==> config.mk <==
export PLATFORM = sky130hd
export DESIGN_NAME = bcd_serial_to_binary
export DESIGN_NICKNAME = d
export VERILOG_FILES = /design/src/rtl/bcd_pkg.sv /design/src/rtl/bcd_mac10.sv /design/src/rtl/bcd_serial_to_binary.sv
export SDC_FILE = /design/constraint.sdc
export NUM_CORES = 1
export LEC_CHECK = 0
export ABC_AREA = 0
export CORE_ASPECT_RATIO = 1.5
export CORE_MARGIN = 2
export CORE_UTILIZATION = 49
export CTS_CLUSTER_SIZE = 20
export DETAILED_ROUTE_END_ITERATION = 12
export GPL_ROUTABILITY_DRIVEN = 0
export PLACE_DENSITY = 0.77
export SYNTH_ARGS = -nofsm -noshare
export SYNTH_HDL_FRONTEND = slang
export SYNTH_SLANG_ARGS = --single-unit
==> constraint.sdc <==
create_clock -name clk -period 2.7 [get_ports clk]
set_input_delay 0.405 -clock clk [delete_from_list [all_inputs] [get_ports clk]]
set_output_delay 0.405 -clock clk [all_outputs]
set_load 0.05 [all_outputs]
==> src/rtl/bcd_pkg.sv <==
// bcd_pkg: shared types and constants for the serial BCD-to-binary converter.
//   state_t        : ACCUM (collecting digits) / HOLD (result presented)
//   DEF_NUM_DIGITS : default digits per number
//   DEF_BIN_W      : default result width, ceil(log2(10^DEF_NUM_DIGITS))
//   TEN            : decimal radix used by the multiply-accumulate
package bcd_pkg;
  typedef enum logic {ACCUM = 1'b0, HOLD = 1'b1} state_t;
  localparam int DEF_NUM_DIGITS = 4;
  localparam int DEF_BIN_W = 14;
  localparam int TEN = 10;
endpackage

==> src/rtl/bcd_mac10.sv <==
// bcd_mac10: combinational acc*10 + digit step with optional BCD range check.
//   acc_i   : running binary value
//   digit_i : incoming BCD digit
//   sum_o   : acc_i*10 + digit, truncated to BIN_W bits
//   bad_o   : digit_i is not a BCD digit (only when BCD_RANGE_CHECK_EN is defined, else 0)
// Macro: BCD_RANGE_CHECK_EN -- when defined, digits above 9 contribute 0 and raise bad_o.
import bcd_pkg::*;
module bcd_mac10 #(
  parameter int BIN_W = DEF_BIN_W
) (
  input  logic [BIN_W-1:0] acc_i,
  input  logic [3:0]       digit_i,
  output logic [BIN_W-1:0] sum_o,
  output logic             bad_o
);
  logic [3:0] d;
`ifdef BCD_RANGE_CHECK_EN
  assign bad_o = digit_i > 4'd9;
`else
  assign bad_o = 1'b0;
`endif
  assign d = bad_o ? 4'd0 : digit_i;
  // Product formed 4 bits wider than the result, then truncated (modulo 2^BIN_W).
  assign sum_o = BIN_W'({4'd0, acc_i} * (BIN_W + 4)'(TEN) + (BIN_W + 4)'(d));
endmodule

==> src/rtl/bcd_serial_to_binary.sv <==
// bcd_serial_to_binary: assembles NUM_DIGITS serial BCD digits (MSD first) into a binary value.
//   clk, rst_n                : rising-edge clock, asynchronous active-low reset
//   digit_in/valid/ready      : upstream digit handshake
//   bin_out/valid/ready       : downstream result handshake
//   bin_err                   : result contained a non-BCD digit
// Macro: BCD_RANGE_CHECK_EN -- enables the non-BCD digit check; otherwise bin_err is 0.
import bcd_pkg::*;
module bcd_serial_to_binary #(
  parameter int NUM_DIGITS = DEF_NUM_DIGITS,
  parameter int BIN_W      = DEF_BIN_W
) (
  input  logic             clk,
  input  logic             rst_n,
  input  logic [3:0]       digit_in,
  input  logic             digit_valid,
  output logic             digit_ready,
  output logic [BIN_W-1:0] bin_out,
  output logic             bin_valid,
  input  logic             bin_ready,
  output logic             bin_err
);
  localparam int CW = $clog2(NUM_DIGITS + 1);
  state_t          state_q, state_d;
  logic [BIN_W-1:0] acc_q, acc_d, mac_sum;
  logic [CW-1:0]   cnt_q, cnt_d;
  logic            err_q, err_d, mac_bad, take, done, last;
  bcd_mac10 #(.BIN_W(BIN_W)) u_mac (
    .acc_i   (acc_q),
    .digit_i (digit_in),
    .sum_o   (mac_sum),
    .bad_o   (mac_bad)
  );
  assign digit_ready = state_q == ACCUM;
  assign bin_valid   = state_q == HOLD;
  assign bin_out     = acc_q;
  // err_q can only be set when the range check is compiled in, so this is 0 otherwise.
  assign bin_err     = bin_valid && err_q;
  assign take        = digit_ready && digit_valid;
  assign done        = bin_valid && bin_ready;
  assign last        = cnt_q == CW'(NUM_DIGITS - 1);
  always_comb begin
    acc_d   = done ? '0 : take ? mac_sum : acc_q;
    cnt_d   = done ? '0 : take ? cnt_q + CW'(1) : cnt_q;
    err_d   = done ? 1'b0 : take ? (err_q || mac_bad) : err_q;
    state_d = done ? ACCUM : (take && last) ? HOLD : state_q;
  end
  always_ff @(posedge clk or negedge rst_n) begin
    if (!rst_n) begin
      state_q <= ACCUM;
      acc_q   <= '0;
      cnt_q   <= '0;
      err_q   <= 1'b0;
    end else begin
      state_q <= state_d;
      acc_q   <= acc_d;
      cnt_q   <= cnt_d;
      err_q   <= err_d;
    end
  end
endmodule

==> Yosys cells after proc, flatten, opt, wreduce, memory -nomap -nowiden <==
Index checks and enable logic that the tools add are counted.
{ "op_classes": {"n_addsub": 2, "multipliers": 1, "n_eq_ne": 1, "muxes": 6, "bitwise_logic": 1, "n_reduce_logical": 5} }
{ "op_table": {"columns": ["cell", "count"], "rows": [
  ["two-way mux 14 bit", 2],
  ["adder 14 x 4 -> 14 bit", 1],
  ["multiplier 14 x 3 -> 13 bit, second input constant", 1],
  ["two-way mux 3 bit", 2],
  ["nonzero test 2 bit", 2],
  ["adder 3 x 1 -> 3 bit, second input constant", 1],
  ["equality test 3 x 2 -> 1 bit, second input constant", 1],
  ["logical AND 1 bit", 3],
  ["two-way mux 1 bit", 2],
  ["NOT 1 bit", 1]
]} }
{ "totals": {"ff_bits": 18, "out_inout_bits": 17} }

==> Depth between registers and ports, before layout <==
Gate-level depths: netlist of the first run.
{ "logic_depth": {"ltp_word": 5, "ltp_mapped": 9, "ltp_nobuf": 9} }

==> Hierarchy <==
From an unflattened synthesis of the first run, not the netlist that was laid out.
{ "hier_totals": {"cells_unflattened": 170, "hier_area_um2": 1767.9} }
{ "by_module_without_submodules": {"columns": ["module", "instances", "cells_per_inst", "area_each_um2"], "rows": [
  ["bcd_serial_to_binary", 1, 69, 933.4],
  ["bcd_mac10", 1, 101, 834.6]
]} }

==> Least setup slack after synthesis of the first run <==
Ideal clock, no wire load.
{ "synth_timing": {"path_type": "register to register", "start": "register acc_q[1], in the netlist bin_out[1]", "end": "register acc_q[13], in the netlist bin_out[13]", "setup_ns": 0.069, "t_arrival_ns": 3.103, "required_ns": 2.631, "slack_ns": -0.472, "path_stages_with_launch": 10, "n_path_buf": 0, "period_less_slack_ns": 3.172, "path_cell_list": "dfrtp_1 ha_1 ha_1 fa_1 a21o_1 a221oi_1 xor2_1 nand4b_2 or4_1 nand3_1"} }
{ "synth_via": {"elab_chain_cells": 4} }
{ "synth_lines": {"columns": ["element", "line_no", "rtl"], "rows": [
  ["from (decl)", "bcd_serial_to_binary.sv:24", "logic [BIN_W-1:0] acc_q, acc_d, mac_sum;"],
  ["from (signal assigned)", "bcd_serial_to_binary.sv:50", "acc_q <= '0;"],
  ["from (signal assigned)", "bcd_serial_to_binary.sv:55", "acc_q <= acc_d;"],
  ["multiplier 14 x 3 -> 13 bit", "bcd_mac10.sv:24", "assign sum_o = BIN_W'({4'd0, acc_i} * (BIN_W + 4)'(TEN) + (BIN_W + 4)'(d));"],
  ["adder 14 x 4 -> 14 bit", "bcd_mac10.sv:24", null],
  ["two-way mux 14 bit (2 in a row)", "bcd_serial_to_binary.sv:42", "acc_d = done ? '0 : take ? mac_sum : acc_q;"]
]} }
No other way between the ends. The select of a mux whose other input is x is not followed.
A chain may end at the register's enable or synchronous reset.

==> Final worst setup path of the first run <==
{ "layout_timing": {"start": "register acc_q[3], in the netlist bin_out[3]", "end": "register acc_q[13], in the netlist bin_out[13]"} }
The elaborated chain is that of the path after synthesis.

==> metrics.log, run 1 <==
[metrics] clock-pin slew of the registers on the worst-case setup and hold paths: 0.07 ns
[metrics] layout overhead on the synthesized area: 34.7%
[metrics] cell row count: 25
[metrics] Total Wirelength: 4250 um
[metrics] antenna violations before repair: 0
[metrics] Max Slew Vio Count: 0
[metrics] DR vias/cell: 5.92
[metrics] count of buffers from port buffering: 23
[metrics] quantity of hold-fixing buffers added after cts: 0
[metrics] number of distinct library cells after synthesis: 48
[metrics] number of flops mapped to enable cells by yosys: 0
[metrics] first-pass GRT wire length: 7020 um
[metrics] Worst Slack Setup Final: 0.0378 ns
[metrics] # diodes: 0
[metrics] number of flip-flops and latches in the synthesized netlist: 18
[metrics] DR pass1 iterations: 4
[metrics] worst-case clock buffer depth: 2
[metrics] dpl hpwl: 3220 um
[metrics] most frequently used flop master after synthesis: dfrtp_1
[metrics] critical path capture point type: register
[metrics] count of max-cap constraint violations: 0
[metrics] floorplan core area: 3160 um2
[metrics] Commonest cells post-synth: 24 x ha_1, 23 x nand2_1, 18 x dfrtp_1
[metrics] Post-layout nets: 239
[metrics] clock root cell: clkbuf_8
[metrics] DRT iter0 DRCs: 38
[metrics] Data arrival, critical path: around 2.9 ns
[metrics] run status: complete, no violations
[metrics] Num CTS Buffers: 3
[metrics] Total Die Area: around 3800 um2
[metrics] remaining antenna violation count: 0
[metrics] sinks on the clock net: 18
[metrics] Post-route DRC: 0
[metrics] routed vias: approximately 1,400
[metrics] cell taking the most area after synthesis: dfrtp_1
[metrics] smallest hold slack: 0.487 ns
[metrics] Post-Syn Nets: 205
[metrics] CP Max Fanout: 4
[metrics] sequence of cells on the critical path: ha_4 > ha_4 > fa_2 > a21o_1 > a221oi_2 > xor2_2 > nand4b_4 > or4_4 > nand3_2
[metrics] asr flop ratio synth: between 90% and 100%
[metrics] Worst Max-Slew Pin Slew: 0.864 ns
[metrics] unrepaired setup endpoints after global routing: yes
[metrics] kind of cell adding the most delay to the critical path: adder cells
[metrics] Synth Instances: 171
[metrics] worst hold path type: register to register
[metrics] count of final setup violators: 0
[metrics] portion of the clock cycle consumed by the worst path in the final layout: 98.6%
[metrics] Die Ht: 74.2 um
[metrics] x dimension of the die: 50.8 um
[metrics] post-synthesis instance area: between 1500 and 2000 um2
[metrics] largest net degree at the start of global routing: 19
[metrics] share of the synthesized area in the top cell type: 28.0%
[metrics] cell with the most instances after synthesis: ha_1
[metrics] Boundary Pins: 25
[metrics] post-route minimum period: 2.66 ns
[metrics] Overflow after GRT: 0
[metrics] maximum operating frequency: between 0.3 and 0.4 GHz
[metrics] number of buffers and inverters on the critical path: 0
[metrics] worst stage delay on the critical path: 0.45 ns
[metrics] FILL cells: 233
[metrics] slowest cell on the critical path: dfrtp_2
[metrics] layout cell share with drive strength beyond 1: 24.5%
[metrics] clock latency at the later pin of the worst-skew pair: 0.26 ns
[metrics] via count of the first global-routing pass: 1,433
[metrics] Place WS: ~0.014 ns
[metrics] Required @ worst endpoint: a little under 3 ns
[metrics] number of H-tree branching levels: 1
[metrics] largest cells by area after synthesis: dfrtp_1 28%, ha_1 19%, nand2_1 5.4%
[metrics] overall routing resource usage: 25.1%
[metrics] cell with the most instances on the worst path: ha_4
[metrics] Fin Clk Skew: ~0.006 ns
[metrics] CP Launch Type: register
[metrics] worst setup path category: register to register
[metrics] wire length per cell after detailed routing: 17.4 um
[metrics] worst relative slew slack: 42.2%
[metrics] final hold violations: 0
[metrics] synthesized area divided by synthesized cell count: 9.41 um2
[metrics] part of the Yosys area used for sequential elements: 28.0%
[metrics] clock tree from TritonCTS: yes
[metrics] starting utilization of the core area: between 50 and 60%
[metrics] Warnings, synthesis: 0
final timing paths:
path	cells past startpoint	from	end	slack [ns]
min reg2reg	2	cnt_q[2]$_DFFE_PN0P_	cnt_q[2]$_DFFE_PN0P_	0.49
min	2	cnt_q[2]$_DFFE_PN0P_	cnt_q[2]$_DFFE_PN0P_	0.49
min in group asynchronous	1	rst_n	bin_out[2]$_DFFE_PN0P_	0.63
max	9	bin_out[3]$_DFFE_PN0P_	bin_out[13]$_DFFE_PN0P_	0.04
max in group asynchronous	1	rst_n	bin_out[0]$_DFFE_PN0P_	1.48
max reg2reg	9	bin_out[3]$_DFFE_PN0P_	bin_out[13]$_DFFE_PN0P_	0.04
flip-flops by register name, indices dropped and copies added, names as in the netlist:
register   count
bin_out       14
cnt_q          3
bin_valid      1
cells by family after synthesis:
family,after synthesis,share of synthesized area (%)
mux,1,0.622
xor+xnor,13,7.93
compound gates,46,19.9
simple gates,57,19.2
buf+inv,9,2.95
other cells,1,0.233
flops,18,28.0
fa+ha+maj,26,21.2
final cells by class:
type                    instances  area (um2)  share of cell area, %
repair buffers                 35         320                   14.8
clock buffers                   4        55.1                   2.54
flip-flops and latches         18         464                   21.4
inverters                       3        11.3                  0.520
multi-input cells             144        1270                   58.4
well taps                      40        50.0                   2.31
timing repair:
item                                    CTS  global route
gates cloned                              0             0
pin swaps                                 3             2
setup buffers                             2             1
endpoints found under the setup margin    1             3
gates resized for setup                   1             9
cell usage in the layout (no fill, tap or decap), types with 2 or more instances in the layout:
cell	n
nor3_1	3
nand3_1	5
and3_1	3
a21o_1	10
nand4_1	3
a21oi_1	5
nand2_1	23
and2_1	3
buf_4	12
o21ai_0	11
inv_1	3
dfrtp_2	11
clkdlybuf4s50_1	23
a22o_1	4
clkbuf_8	4
xor2_1	5
xnor2_1	5
dfrtp_1	7
a221oi_1	2
nor2_1	5
ha_4	8
or3_1	2
ha_1	15
per-layer routing:
| metal | GRT usage, % | wire length, um | up-vias |
|---|---|---|---|
| met5 | 0 | 0 | - |
| met2 | 48.2 | 2400 | 35 |
| met1 | 28.8 | 1670 | 703 |
| li1 | - | - | 701 |
| met3 | 2.41 | 118 | 5 |
| met4 | 8.11 | 59 | 0 |
metrics by stage:
stage | cell area (um2) | TNS, ns | std cells | util [%]
3_5_place_dp | 2030 | 0 | 237 | 64.2
5_1_grt | 2170 | -0.0737 | 244 | 68.6
2_1_floorplan | 1720 | 0 | 171 | -
6_report | 2170 | 0 | 244 | 68.6
4_1_cts | 2110 | 0 | 243 | 66.7
3_3_place_gp | 2030 | 0 | 237 | 64.2
tightest hold or removal path: stages, from the launching register on:
cell and delay (ns):
dfrtp_1 0.35, nand2_1 0.05, o21ai_0 0.06
Power of run 1 is left out: the tool's default activity adds up to more than one toggle a clock period on the data nets, which glitch-free logic cannot reach.
==> run 2: changes to the inputs <==
- CAP_MARGIN: not set -> 20
- REMOVE_ABC_BUFFERS: not set -> 1
==> metrics.log, run 2 (same netlist as run 1, synthesis figures left out) <==
[metrics] Total Wirelength: 4680 um (+10%)
[metrics] failing checks: negative setup slack
[metrics] sinks on the clock net: 18 (unchanged)
[metrics] run status: complete, but fails checks
[metrics] routed vias: 1,626 (+13%)
[metrics] post-route minimum period: 2.77 ns (+0.108 ns)
[metrics] first-pass GRT wire length: 7540 um (+7.4%)
[metrics] DR vias/cell: 6.14 (+3.7%)
[metrics] clock-pin slew of the registers on the worst-case setup and hold paths: 0.08 ns (about the same)
[metrics] post-detailed-placement cell area: 2070 um2 (+2.0%)
[metrics] Required @ worst endpoint: 2.90 ns (about the same)
[metrics] worst relative slew slack: 41.0% (-1.2 points)
[metrics] Largest register FFs: 14 (unchanged)
[metrics] Worst Slack Setup Final: -0.0701 ns (-0.108 ns)
[metrics] leading cell types in the layout, fill and taps excluded: 32 x buf_4, 23 x clkdlybuf4s50_1, 21 x nand2_1
[metrics] largest net degree at the start of global routing: 19 (unchanged)
[metrics] Data arrival, critical path: 2.97 ns (+0.11 ns)
[metrics] Max Slew Vio Count: 0 (unchanged)
[metrics] starting utilization of the core area: 50.9% (unchanged)
[metrics] antenna violations before repair: 0 (unchanged)
[metrics] clock root cell: clkbuf_8
[metrics] worst hold path type: register to register
[metrics] count of final setup violators: 1 (+1)
[metrics] # diodes: 0 (unchanged)
[metrics] Num CTS Buffers: 3 (unchanged)
[metrics] x dimension of the die: 50.8 um (unchanged)
[metrics] worst setup path category: register to register
[metrics] Overflow after GRT: 0 (unchanged)
[metrics] layout cell share with drive strength beyond 1: 26.7% (+2.2 points)
[metrics] overall routing resource usage: 27.5% (+2.4 points)
[metrics] wire length per cell after detailed routing: 17.7 um (+1.3%)
[metrics] clock latency at the later pin of the worst-skew pair: 0.26 ns (about the same)
[metrics] post-route non-filler standard cell count: 265 (+8.6%)
[metrics] Die Ht: 74.2 um (unchanged)
[metrics] dpl hpwl: 3380 um (+4.7%)
[metrics] CP Launch Type: register
[metrics] clock tree from TritonCTS: yes
[metrics] DRT iter0 DRCs: 64 (+68%)
[metrics] floorplan core area: 3160 um2 (unchanged)
[metrics] count of buffers from port buffering: 23 (unchanged)
[metrics] number of H-tree branching levels: 1 (unchanged)
[metrics] maximum operating frequency: 0.361 GHz (-3.9%)
[metrics] via count of the first global-routing pass: 1,619 (+13%)
[metrics] final hold violations: 0 (unchanged)
[metrics] Fin Clk Skew: 0.00467 ns (-0.00120 ns)
[metrics] unrepaired setup endpoints after global routing: yes
[metrics] most common library cell in the layout ignoring fill and taps: buf_4
[metrics] cell row count: 25 (unchanged)
[metrics] total placed cells including tap cells: 257 (+8.4%)
[metrics] quantity of hold-fixing buffers added after cts: 0 (unchanged)
[metrics] CP Max Fanout: 3 (-1)
[metrics] Post-layout nets: 260 (+8.8%)
[metrics] Total Die Area: 3770 um2 (unchanged)
[metrics] count of max-cap constraint violations: 0 (unchanged)
[metrics] worst-case clock buffer depth: 2 (unchanged)
[metrics] DR pass1 iterations: 4 (unchanged)
[metrics] Boundary Pins: 25 (unchanged)
[metrics] Post-route DRC: 0 (unchanged)
[metrics] portion of the clock cycle consumed by the worst path in the final layout: 103% (+4.0 points)
[metrics] critical path capture point type: register
[metrics] remaining antenna violation count: 0 (unchanged)
[metrics] Worst Max-Slew Pin Slew: 0.883 ns (+0.0185 ns)
[metrics] layout overhead on the synthesized area: 42.8%
[metrics] final total negative setup slack: -0.0701 ns (-0.0701 ns)
[metrics] Finished Cell Area: 2300 um2 (+6.0%)
==> run 2: cell count changes in the layout (fill, tap and decap cells not counted), moves of 2 or more <==
| cell | before | now |
|---|---|---|
| dfrtp_1 | 7 | 18 |
| o21ai_1 | 0 | 3 |
| buf_4 | 12 | 32 |
| ha_1 | 15 | 19 |
| nand2_1 | 23 | 21 |
| dfrtp_2 | 11 | 0 |
| o21ai_0 | 11 | 8 |
| ha_4 | 8 | 4 |
==> run 2: what timing repair did <==
| action | CTS | global route |
|---|---|---|
| gates resized for setup | 14 | 13 |
| pin swaps | 11 | 15 |
| setup endpoints to repair | 4 | 5 |
| gates cloned | 0 | 0 |
| setup buffers | 2 | 4 |
==> run 2: final cells by class <==
type / count / area [um2]
Sequential cell: 18 / 450
Clock buffer: 4 / 55.1
Tap cell: 40 / 50.0
Multi-Input combinational cell: 144 / 1250
Fill cell: 226 / 862
Timing Repair Buffer: 56 / 482
Inverter: 3 / 11.3
==> run 2: metrics by stage <==
step,setup slack [ns],hold slack [ns],utilization (%)
final,-0.0701,0.499,72.7
after global routing,-0.204,0.530,72.7
after CTS,0.00481,0.509,70.4
after detailed placement,-0.201,0.493,65.5
after global placement,-0.0806,0.462,65.5
after floorplan,-0.474,0.109,-
==> run 2: metal layers <==
layer | wire [um] | global-route usage [%] | up-vias
li1 | - | - | 742
met1 | 1550 | 26.4 | 760
met2 | 2530 | 51.6 | 93
met3 | 263 | 3.82 | 31
met4 | 337 | 21.9 | 0
met5 | 0 | 0 | -
==> run 2: critical path, cell delays in order (launching register included) <==
cell,delay (ns)
dfrtp_1,0.41
ha_1,0.30
ha_2,0.19
fa_2,0.38
a21o_1,0.20
a221o_1,0.36
nand3_1,0.15
nand2_1,0.09
or4_1,0.52
nand3_1,0.10
==> run 2: worst paths after layout <==
kind | start | slack (ns) | endpoint | cells past startpoint
max | bin_out[3]$_DFFE_PN0P_ | -0.07 | bin_out[13]$_DFFE_PN0P_ | 9
min | cnt_q[2]$_DFFE_PN0P_ | 0.50 | cnt_q[2]$_DFFE_PN0P_ | 2
max reg2reg | bin_out[3]$_DFFE_PN0P_ | -0.07 | bin_out[13]$_DFFE_PN0P_ | 9
min reg2reg | cnt_q[2]$_DFFE_PN0P_ | 0.50 | cnt_q[2]$_DFFE_PN0P_ | 2
max in group asynchronous | rst_n | 1.52 | bin_out[0]$_DFFE_PN0P_ | 1
min in group asynchronous | rst_n | 0.64 | bin_out[13]$_DFFE_PN0P_ | 1
Power of run 2 is left out for the same reason.
